[src/rtl/input_debouncer.sv]
// Board input conditioner: per-bit 2-flop synchronizer, shared sample prescaler and
// per-bit stability counter, producing a clean level plus one-cycle rise/fall pulses.
module input_debouncer #(
  parameter int unsigned WIDTH      = 21,
  parameter int unsigned TICK_DIV   = 10000,
  parameter int unsigned STABLE_CNT = 4
) (
  input  logic             CLK,
  input  logic             RESET,
  input  logic [WIDTH-1:0] DIN,
  output logic [WIDTH-1:0] Q,
  output logic [WIDTH-1:0] RISE,
  output logic [WIDTH-1:0] FALL,
  output logic             TICK
);

  localparam int unsigned PreW = (TICK_DIV > 1) ? $clog2(TICK_DIV) : 1;
  localparam int unsigned CntW = $clog2(STABLE_CNT + 1);
  localparam logic [PreW-1:0] PreLast = PreW'(TICK_DIV - 1);
  localparam logic [CntW-1:0] CntLast = CntW'(STABLE_CNT - 1);

  logic [WIDTH-1:0] s1_q, s2_q;
  logic [PreW-1:0]  pre_q, pre_d;
  logic             tick_d;
  logic [CntW-1:0]  cnt_q [WIDTH];
  logic [CntW-1:0]  cnt_d [WIDTH];
  logic [WIDTH-1:0] q_d, rise_d, fall_d;

  // TICK is registered from the next prescaler value, so it is high exactly while
  // the prescaler holds its last count.
  always_comb begin
    pre_d  = (pre_q == PreLast) ? '0 : pre_q + PreW'(1);
    tick_d = (pre_d == PreLast);
  end

  always_comb begin
    for (int i = 0; i < WIDTH; i++) begin
      cnt_d[i]  = cnt_q[i];
      q_d[i]    = Q[i];
      rise_d[i] = 1'b0;
      fall_d[i] = 1'b0;
      if (TICK) begin
        if (s2_q[i] == Q[i]) begin
          cnt_d[i] = '0;
        end else if (cnt_q[i] == CntLast) begin
          cnt_d[i]  = '0;
          q_d[i]    = s2_q[i];
          rise_d[i] = s2_q[i];
          fall_d[i] = ~s2_q[i];
        end else begin
          cnt_d[i] = cnt_q[i] + CntW'(1);
        end
      end
    end
  end

  always_ff @(posedge CLK or posedge RESET) begin
    if (RESET) begin
      s1_q  <= '0;
      s2_q  <= '0;
      pre_q <= '0;
      TICK  <= 1'b0;
      cnt_q <= '{default: '0};
      Q     <= '0;
      RISE  <= '0;
      FALL  <= '0;
    end else begin
      s1_q  <= DIN;
      s2_q  <= s1_q;
      pre_q <= pre_d;
      TICK  <= tick_d;
      cnt_q <= cnt_d;
      Q     <= q_d;
      RISE  <= rise_d;
      FALL  <= fall_d;
    end
  end

endmodule

[config.mk]
export PLATFORM = sky130hd
export DESIGN_NAME = input_debouncer
export DESIGN_NICKNAME = d
export VERILOG_FILES = /design/src/rtl/input_debouncer.sv
export SDC_FILE = /design/constraint.sdc
export NUM_CORES = 1
export LEC_CHECK = 0
export CORE_MARGIN = 2
export CORE_UTILIZATION = 40
export CTS_BUF_LIST = sky130_fd_sc_hd__clkbuf_2
export CTS_CLUSTER_SIZE = 14
export DETAILED_ROUTE_END_ITERATION = 8
export PLACE_DENSITY = 0.57
export RECOVER_POWER = 50
export SLEW_MARGIN = 40
export SYNTH_ARGS = -nofsm -noshare
export SYNTH_HDL_FRONTEND = slang
export SYNTH_SLANG_ARGS = --single-unit
[constraint.sdc]
create_clock -name CLK -period 18.7 [get_ports CLK]
set_input_delay 5.61 -clock CLK [delete_from_list [all_inputs] [get_ports CLK]]
set_output_delay 5.61 -clock CLK [all_outputs]
set_load 0.005 [all_outputs]
==> flow_summary.json, run 1 <==
{
  "status": "finished, violations left",
  "violations": "max-capacitance violations, max-slew violations",
  "endpoint_kind": "async pin",
  "initial_core_util_pct": 40.4,
  "cts_setup_buffers": 0,
  "fin_nets": 707,
  "synthCells": 568,
  "power.leakage_nw": 3.95,
  "die_h_um": 138,
  "drt-initial-drc-count": 226,
  "vias": 4365,
  "top_level_ports": 87,
  "drv_cap": 2,
  "p_total_uw": 652,
  "postSynth.asyncResetShare_pct": 100,
  "setup.worst_path.class": "in2async",
  "post_cts_resize_count": 0,
  "synth_warnings": 0,
  "drtPass1Iterations": 4,
  "cts.clk_slew.worst_paths_ns": 0.24,
  "drcViolationCount": 0,
  "arrival_ns": 10.01,
  "fin_crit_ns": 10.16,
  "ys_seq_area_share_pct": 63.7,
  "cts_root_buffer": "clkbuf_2",
  "synth_xor_area_share_pct": 4.02,
  "dominantRegCellSynth": "dfrtp_1",
  "fin_worst_skew_ns": 0.0396,
  "syn_to_final_growth_pct": 19.3,
  "drtAntennaViolNets": 0,
  "drive_gt1_share_pct": 11.1,
  "diodes": 0,
  "portBuffers": 86,
  "hold_violations": 0,
  "routed_wl_um": 11700,
  "wl_met1_um": 5340,
  "fp-row-count": 49,
  "slew_viol_final": 128,
  "cts_buffers": 17,
  "startpoint_type": "input pin",
  "synth_fa_ha_area_share_pct": 3.83,
  "ys_ff_latch": 183,
  "wl_met3_um": 550,
  "wl_met2_um": 5680,
  "syn_area_per_cell_um2": 12.7,
  "yosysUniqueCellTypes": 37,
  "grt_setup_unrepaired": "false",
  "path_cells": "dlygate4sd3_1, clkinvlp_2, clkbuf_1",
  "p_per_area_nw_per_um2": 75.9,
  "coreArea_um2": 17800,
  "ir_drop_uv": 48.7,
  "worst-slew-pin-transition_ns": 4.34,
  "synthSimpleGateAreaFrac_pct": 13.2,
  "synthMuxAreaShare_pct": 6.70,
  "hp-class": "reg2reg",
  "globalplace.congestion": 0.767,
  "top_layer": "met5",
  "grt_first_pass_wirelength_um": 20500,
  "cts_hold_buf": 0,
  "yosysTopAreaCell": "dfrtp_1",
  "max_freq_ghz": 0.0984,
  "fin_crit_sh_pct": 54.3,
  "worst_ep_required_time_ns": 18.55,
  "synth_area_leaders": "dfrtp_1 (64%), mux2_2 (6.4%), nor3b_1 (4.4%)",
  "die_x_um": 138,
  "clock_latency_ns": 0.71,
  "cts.htree.levels": 4,
  "cpPeakStageDelay_ns": 3.09,
  "dieArea_um2": 19100,
  "yosysTopAreaCellShare_pct": 63.7,
  "wl_per_cell_um": 13.0,
  "grt_max_degree": 111,
  "grt_pass1_vias": 4416,
  "hpwl_um": 7830,
  "relSlewSlack_pct": -189,
  "antenna_found_initial": 2,
  "grt_overflow": 0,
  "cts_sinks": 183,
  "vias_per_cell": 4.83,
  "synth_compound_area_share_pct": 5.62,
  "gr-usage-all-layers_pct": 13.0,
  "syn_nets": 613,
  "tritoncts": "yes",
  "cp_slowest_cell": "clkbuf_1",
  "setup_viol": 0,
  "synth_edf_count": 0,
  "crit_fanout": 84,
  "clock_tree.buffer_depth": 2,
  "synth_top_family_by_area": "simple AND/OR/NAND/NOR gates",
  "setup_tns_ns": 0,
  "synth_area_um2": 7190
}
==> worst max-delay path: cells and delay by family <==
family	cells	cell delay (ns)
buf+inv	3	4.34
==> power by group <==
group          internal (mW)  switching [mW]
logic                0.00642          0.0108
registers              0.401         0.00310
clock network          0.101           0.129
==> synthesized netlist by cell type, types with 2 or more instances <==
library cell / count
mux2_2: 41
xor2_1: 16
o22ai_1: 20
clkbuf_1: 3
inv_1: 38
o21a_1: 5
dfrtp_1: 183
nand3_1: 14
nor2b_1: 7
nand4_1: 3
ha_1: 22
nor3b_1: 42
nand2_1: 41
nor3_1: 7
and2_1: 6
a21oi_1: 5
xnor2_1: 17
a21o_1: 4
buf_1: 2
nand3b_1: 11
o21ai_0: 18
nor4_1: 2
nor2_1: 29
a21boi_0: 10
mux2i_1: 2
and4_1: 2
buf_2: 8
==> flip-flops by register name, indices dropped and copies added (netlist names) <==
register  count
FALL         21
Q            21
RISE         21
TICK          1
cnt_q        63
pre_q        14
s1_q         21
s2_q         21
==> final cells by class <==
type                            instances  area [µm²]
Clock buffer                           18        90.1
Clock inverter                         14         206
Fill cell                            1614        9200
Inverter                               38         144
Multi-Input combinational cell        332        2390
Sequential cell                       183        4580
Tap cell                              229         287
Timing Repair Buffer                   90         883
==> worst paths after layout <==
kind                                     from  cells past startpoint  slack (ns)                 end
setup / recovery                        RESET                      3        8.54   s2_q[0]$_DFF_PP0_
hold / removal             s1_q[10]$_DFF_PP0_                      0        0.38  s2_q[10]$_DFF_PP0_
setup reg to reg               TICK$_DFF_PP0_                      3       15.52    Q[2]$_DFFE_PP0P_
hold reg to reg            s1_q[10]$_DFF_PP0_                      0        0.38  s2_q[10]$_DFF_PP0_
max in group CLK               TICK$_DFF_PP0_                      1       10.64                TICK
min in group asynchronous               RESET                      2        5.54      TICK$_DFF_PP0_
==> per-layer routing <==
layer / vias up / track usage [%]
met5: - / 0
met4: 4 / 3.44
met3: 11 / 4.99
met2: 82 / 21.5
met1: 2154 / 16.2
li1: 2114 / -
==> layout by cell type (no fill, tap or decap), types with 2 or more instances in the layout <==
master,synthesis,layout
and4_1,2,2
a21boi_0,10,10
ha_1,22,22
nand3_1,14,14
bufinv_16,0,5
dfrtp_1,183,183
clkinv_1,0,2
a21oi_1,5,5
nand2_1,41,41
nor4_1,2,2
xor2_1,16,16
clkbuf_1,3,3
nor2b_1,7,7
nor2_1,29,29
o22ai_1,20,20
mux2i_1,2,2
clkbuf_2,1,18
xnor2_1,17,17
o21a_1,5,5
nor3b_1,42,42
nand3b_1,11,11
inv_1,38,37
dlygate4sd3_1,0,22
nand4_1,3,4
clkdlybuf4s50_1,0,64
and2_0,0,6
a21o_1,4,4
mux2_2,41,41
clkinv_2,0,3
clkinv_4,0,3
nor3_1,7,7
o21ai_0,18,18
==> logic make-up (layout without fill, tap and decap cells) <==
group,Yosys count,count (layout)
AOI/OAI and AO/OA,64,64
DFF,183,183
xor gates and xnor gates,33,33
buffers and inverters,53,160
muxes,43,43
and+or+nand+nor,170,170
adders and majority gates,22,22
==> through the flow <==
stage	hold WS [ns]	cell area [µm²]	util [%]	cells	worst slack [ns]
final	0.380	8580	48.3	904	8.54
after global routing	0.391	8580	48.3	904	7.56
after CTS	0.384	8630	48.5	903	10.97
after detailed placement	0.335	8330	46.8	871	11.30
after global placement	0.333	8280	46.6	869	10.89
after floorplan	0.331	7190	-	568	8.12
Power figures use the tool's default switching activity.
==> run 2: changes to the inputs <==
==> constraint.sdc (replaced) <==
create_clock -name CLK -period 10.4 [get_ports CLK]
set_input_delay 3.12 -clock CLK [delete_from_list [all_inputs] [get_ports CLK]]
set_output_delay 3.12 -clock CLK [all_outputs]
set_load 0.005 [all_outputs]
==> flow_summary.json, run 2 (synthesis results as in run 1) <==
{
  "status": "finished, violations left",
  "violations": "max-capacitance violations, max-slew violations",
  "holdWs_ns": 0.343,
  "drcViolationCount": 0,
  "arrival_ns": 2.43,
  "die_h_um": 138,
  "drive_gt1_share_pct": 11.1,
  "cpPeakStageDelay_ns": 1.06,
  "power.leakage_nw": 3.93,
  "drtAntennaViolNets": 0,
  "p_per_area_nw_per_um2": 132,
  "grt_first_pass_wirelength_um": 20500,
  "hpwl_um": 7810,
  "ir_drop_uv": 64.0,
  "worst_ep_required_time_ns": 7.28,
  "max_freq_ghz": 0.180,
  "setup_viol": 0,
  "drt-initial-drc-count": 172,
  "coreArea_um2": 17800,
  "crit_family": "flip-flops",
  "crit_fanout": 32,
  "rrSetupSlack_ns": 7.28,
  "die_x_um": 138,
  "final_common_cell": "dfrtp_1",
  "antenna_found_initial": 2,
  "endpoint_kind": "output port",
  "dieArea_um2": 19100,
  "path_cells": "clkdlybuf4s50_1",
  "setup_tns_ns": 0,
  "crit_buf_inv": 1,
  "fin_crit_sh_pct": 53.4,
  "grt_max_degree": 111,
  "syn_to_final_growth_pct": 19.1,
  "largest_reg_flops": 63,
  "startpoint_type": "register",
  "gr-usage-all-layers_pct": 13.2,
  "tritoncts": "yes",
  "layout_common_cells": "dfrtp_1 (183), clkdlybuf4s50_1 (64), nor3b_1 (42), nand2_1 (41), mux2_2 (41)",
  "relSlewSlack_pct": -12.0,
  "clock_tree.buffer_depth": 2,
  "worst-slew-pin-transition_ns": 1.68,
  "regMostFlops": "cnt_q",
  "cts_setup_buffers": 0,
  "globalplace.congestion": 0.767,
  "grt_pass1_vias": 4456,
  "fillers": 1621,
  "cts_buffers": 17,
  "top_level_ports": 87,
  "vias": 4400,
  "clock_latency_ns": 0.72,
  "grt_setup_unrepaired": "false",
  "post_cts_resize_count": 0,
  "diodes": 0,
  "slew_viol_final": 77,
  "routed_wl_um": 11900,
  "fin_crit_ns": 5.55,
  "cts.clk_slew.worst_paths_ns": 0.25,
  "drtPass1Iterations": 4,
  "cts_hold_buf": 0,
  "portBuffers": 86,
  "cp_slowest_cell": "dfrtp_1",
  "wl_per_cell_um": 13.1,
  "cts_root_buffer": "clkbuf_2",
  "cts_sinks": 183,
  "cts.htree.levels": 4,
  "setup.worst_path.class": "reg2out",
  "fin_nets": 707,
  "vias_per_cell": 4.87,
  "hold_violations": 0,
  "initial_core_util_pct": 40.4,
  "drv_cap": 2,
  "fp-row-count": 49,
  "grt_overflow": 0,
  "fin_worst_skew_ns": 0.0306,
  "hp-class": "reg2reg"
}
-- run 2: changes by cell type in the layout (fill, tap and decap cells not counted), moves of 2 or more --
| cell | before | now |
|---|---|---|
| clkinv_2 | 3 | 0 |
| clkbuf_2 | 18 | 20 |
| clkinvlp_4 | 1 | 3 |
| bufinv_16 | 5 | 3 |
-- run 2: final timing paths --
check | start | to | cells after the start
hold / removal | s1_q[0]$_DFF_PP0_ | s2_q[0]$_DFF_PP0_ | 0
setup / recovery | TICK$_DFF_PP0_ | TICK | 1
min in group asynchronous | RESET | pre_q[11]$_DFF_PP0_ | 2
setup reg to reg | TICK$_DFF_PP0_ | Q[2]$_DFFE_PP0P_ | 3
max in group asynchronous | RESET | cnt_q[3]$_DFFE_PP0P_ | 4
hold reg to reg | s1_q[0]$_DFF_PP0_ | s2_q[0]$_DFF_PP0_ | 0
-- run 2: worst register-to-register path: stages, from the launching register on --
cell and delay [ns]:
dfrtp_1 1.06, clkbuf_1 1.29, nand3b_1 0.34, mux2_2 0.36
-- run 2: cell type report --
cell class              instances  area, µm²  area share (%)
clock buffers                  20        100            1.17
repair buffers                 90        907            10.6
inverters                      38        144            1.68
well taps                     229        287            3.35
flip-flops and latches        183       4580            53.5
multi-input cells             332       2390            27.9
clock inverters                12        153            1.78
-- run 2: routing by layer --
metal	up-vias	part of all wire, %	track usage [%]
li1	2111	-	-
met2	90	49	21.5
met4	4	1.0	4.73
met5	-	0.20	0
met1	2182	45	16.1
met3	13	4.9	4.88
-- run 2: report_power, final --
| group | total [mW] | leakage (nW) | switching, mW | internal (mW) |
|---|---|---|---|---|
| Sequential | 0.727 | 2.45 | 0.00556 | 0.721 |
| Combinational | 0.0321 | 1.34 | 0.0195 | 0.0125 |
| Clock | 0.368 | 0.145 | 0.231 | 0.137 |
| Total | 1.13 | 3.93 | 0.256 | 0.870 |
-- run 2: per-stage QoR --
stage                     instance area, µm²  std cells  total power [mW]  setup slack (ns)  util, %
after floorplan                         7190        568             0.757              2.31        -
after global placement                  8280        869             0.771              5.08     46.6
after detailed placement                8330        871             0.773              5.49     46.8
after CTS                               8580        903              1.15              5.13     48.3
after global routing                    8560        904              1.19              4.57     48.1
final                                   8560        904              1.13              4.85     48.1
==> run 3: changes to the inputs <==
==> constraint.sdc (replaced) <==
create_clock -name CLK -period 5.2 [get_ports CLK]
set_input_delay 1.56 -clock CLK [delete_from_list [all_inputs] [get_ports CLK]]
set_output_delay 1.56 -clock CLK [all_outputs]
set_load 0.005 [all_outputs]
==> flow_summary.json, run 3 (synthesis results as in run 1) <==
{
  "fin_crit_ns": 3.67,
  "portBuffers": 86,
  "grt_max_degree": 97,
  "gr-usage-all-layers_pct": 12.9,
  "fin_crit_sh_pct": 70.7,
  "violations": "max-capacitance violations, max-slew violations",
  "final_util_pct": 48.2,
  "use_met1_pct": 15.5,
  "fin_nets": 706,
  "hp-class": "reg2reg",
  "drtAntennaViolNets": 0,
  "drv_cap": 2,
  "cts_root_buffer": "clkbuf_2",
  "hold_violations": 0,
  "use_met2_pct": 22.0,
  "p_per_area_nw_per_um2": 266,
  "worst-slew-pin-transition_ns": 2.49,
  "wl_per_cell_um": 12.8,
  "cts_setup_buffers": 0,
  "final_common_cell": "dfrtp_1",
  "status": "finished, violations left",
  "syn_to_final_growth_pct": 19.2,
  "vias": 4343,
  "cp_slowest_cell": "clkbuf_2",
  "cts.htree.levels": 4,
  "tritoncts": "yes",
  "largest_reg_flops": 63,
  "max_freq_ghz": 0.272,
  "startpoint_type": "input pin",
  "cts_buffers": 17,
  "antenna_found_initial": 1,
  "slew_viol_final": 150,
  "arrival_ns": 3.79,
  "fp-row-count": 49,
  "p_total_mw": 2.28,
  "cpPeakStageDelay_ns": 1.51,
  "cts_sinks": 183,
  "setup_tns_ns": 0,
  "drcViolationCount": 0,
  "crit_buf_inv": 3,
  "die_x_um": 138,
  "globalplace.congestion": 0.738,
  "cts_hold_buf": 0,
  "vias_per_cell": 4.81,
  "drive_gt1_share_pct": 11.3,
  "ir_drop_uv": 151,
  "dieArea_um2": 19100,
  "worst_ep_required_time_ns": 5.32,
  "top_usage_layer": "met2",
  "path_cells": "dlygate4sd3_1, clkinvlp_4, clkbuf_2",
  "drt-initial-drc-count": 173,
  "power.leakage_nw": 3.95,
  "setup_viol": 0,
  "initial_core_util_pct": 40.4,
  "holdWs_ns": 0.372,
  "top_level_ports": 87,
  "grtUsageMet3_pct": 3.74,
  "post_cts_resize_count": 0,
  "hpwl_um": 7750,
  "clock_latency_ns": 0.69,
  "fin_worst_skew_ns": 0.0175,
  "drtPass1Iterations": 4,
  "layout_common_cells": "dfrtp_1 (182), clkdlybuf4s50_1 (64), nor3b_1 (42), nand2_1 (41), mux2_2 (40)",
  "coreArea_um2": 17800,
  "relSlewSlack_pct": -65.9,
  "crit_fanout": 88,
  "regMostFlops": "cnt_q",
  "setup.worst_path.class": "in2async",
  "grt_overflow": 0,
  "routed_wl_um": 11500,
  "grt_pass1_vias": 4579,
  "grt_setup_unrepaired": "false",
  "crit_family": "buffers and inverters",
  "cts.clk_slew.worst_paths_ns": 0.23,
  "endpoint_kind": "async pin",
  "grt_first_pass_wirelength_um": 20400,
  "die_h_um": 138,
  "clock_tree.buffer_depth": 2
}
run 3: cell count changes in the layout (fill, tap and decap cells not counted), sizes merged:
cell,before,now
clkinvlp,4,2
buf,2,1
clkbuf,22,23
inv,38,37
diode,0,1
bufinv,3,4
run 3: power breakdown:
part / total [mW] / leakage [nW] / switching, mW / internal (mW)
clock network: 0.759 / 0.159 / 0.442 / 0.317
registers: 1.45 / 2.44 / 0.0112 / 1.44
logic: 0.0642 / 1.34 / 0.0394 / 0.0248
total: 2.28 / 3.95 / 0.493 / 1.78
run 3: per-stage QoR:
step | setup WS [ns] | cell area [µm²] | instances
finish | 1.53 | 8570 | 903
global route | 1.11 | 8570 | 903
CTS | 1.45 | 8590 | 902
detailed placement | 2.28 | 8330 | 871
global placement | 2.17 | 8300 | 870
floorplan | 1.29 | 7190 | 568
run 3: final cells by class:
type | count | area [µm²]
antenna | 1 | 2.50
timing repair buffer | 89 | 897
tap | 229 | 287
inverter | 38 | 146
clock inverter | 10 | 154
fill | 1590 | 9210
clock buffer | 21 | 105
multi-input combinational | 332 | 2400
sequential | 183 | 4580
run 3: final timing paths:
path / end / slack [ns] / cells past startpoint / start
max in group CLK: TICK / 1.60 / 1 / TICK$_DFF_PP0_
min in group asynchronous: s2_q[19]$_DFF_PP0_ / 2.11 / 3 / RESET
min: s2_q[7]$_DFF_PP0_ / 0.37 / 0 / s1_q[7]$_DFF_PP0_
min reg2reg: s2_q[7]$_DFF_PP0_ / 0.37 / 0 / s1_q[7]$_DFF_PP0_
max: TICK$_DFF_PP0_ / 1.53 / 3 / RESET
max reg2reg: Q[3]$_DFFE_PP0P_ / 1.66 / 3 / TICK$_DFF_PP0_
run 3: layer usage:
layer	share of wire [%]	routed length (µm)
met2	49	5700
met1	45	5190
met4	1.5	176
met3	4.0	467
met5	0	0
run 3: worst register-to-register path: stages (launching register included):
cell and delay (ns):
dfrtp_4 0.76, clkbuf_1 1.81, nand3_1 0.47, mux2_2 0.43
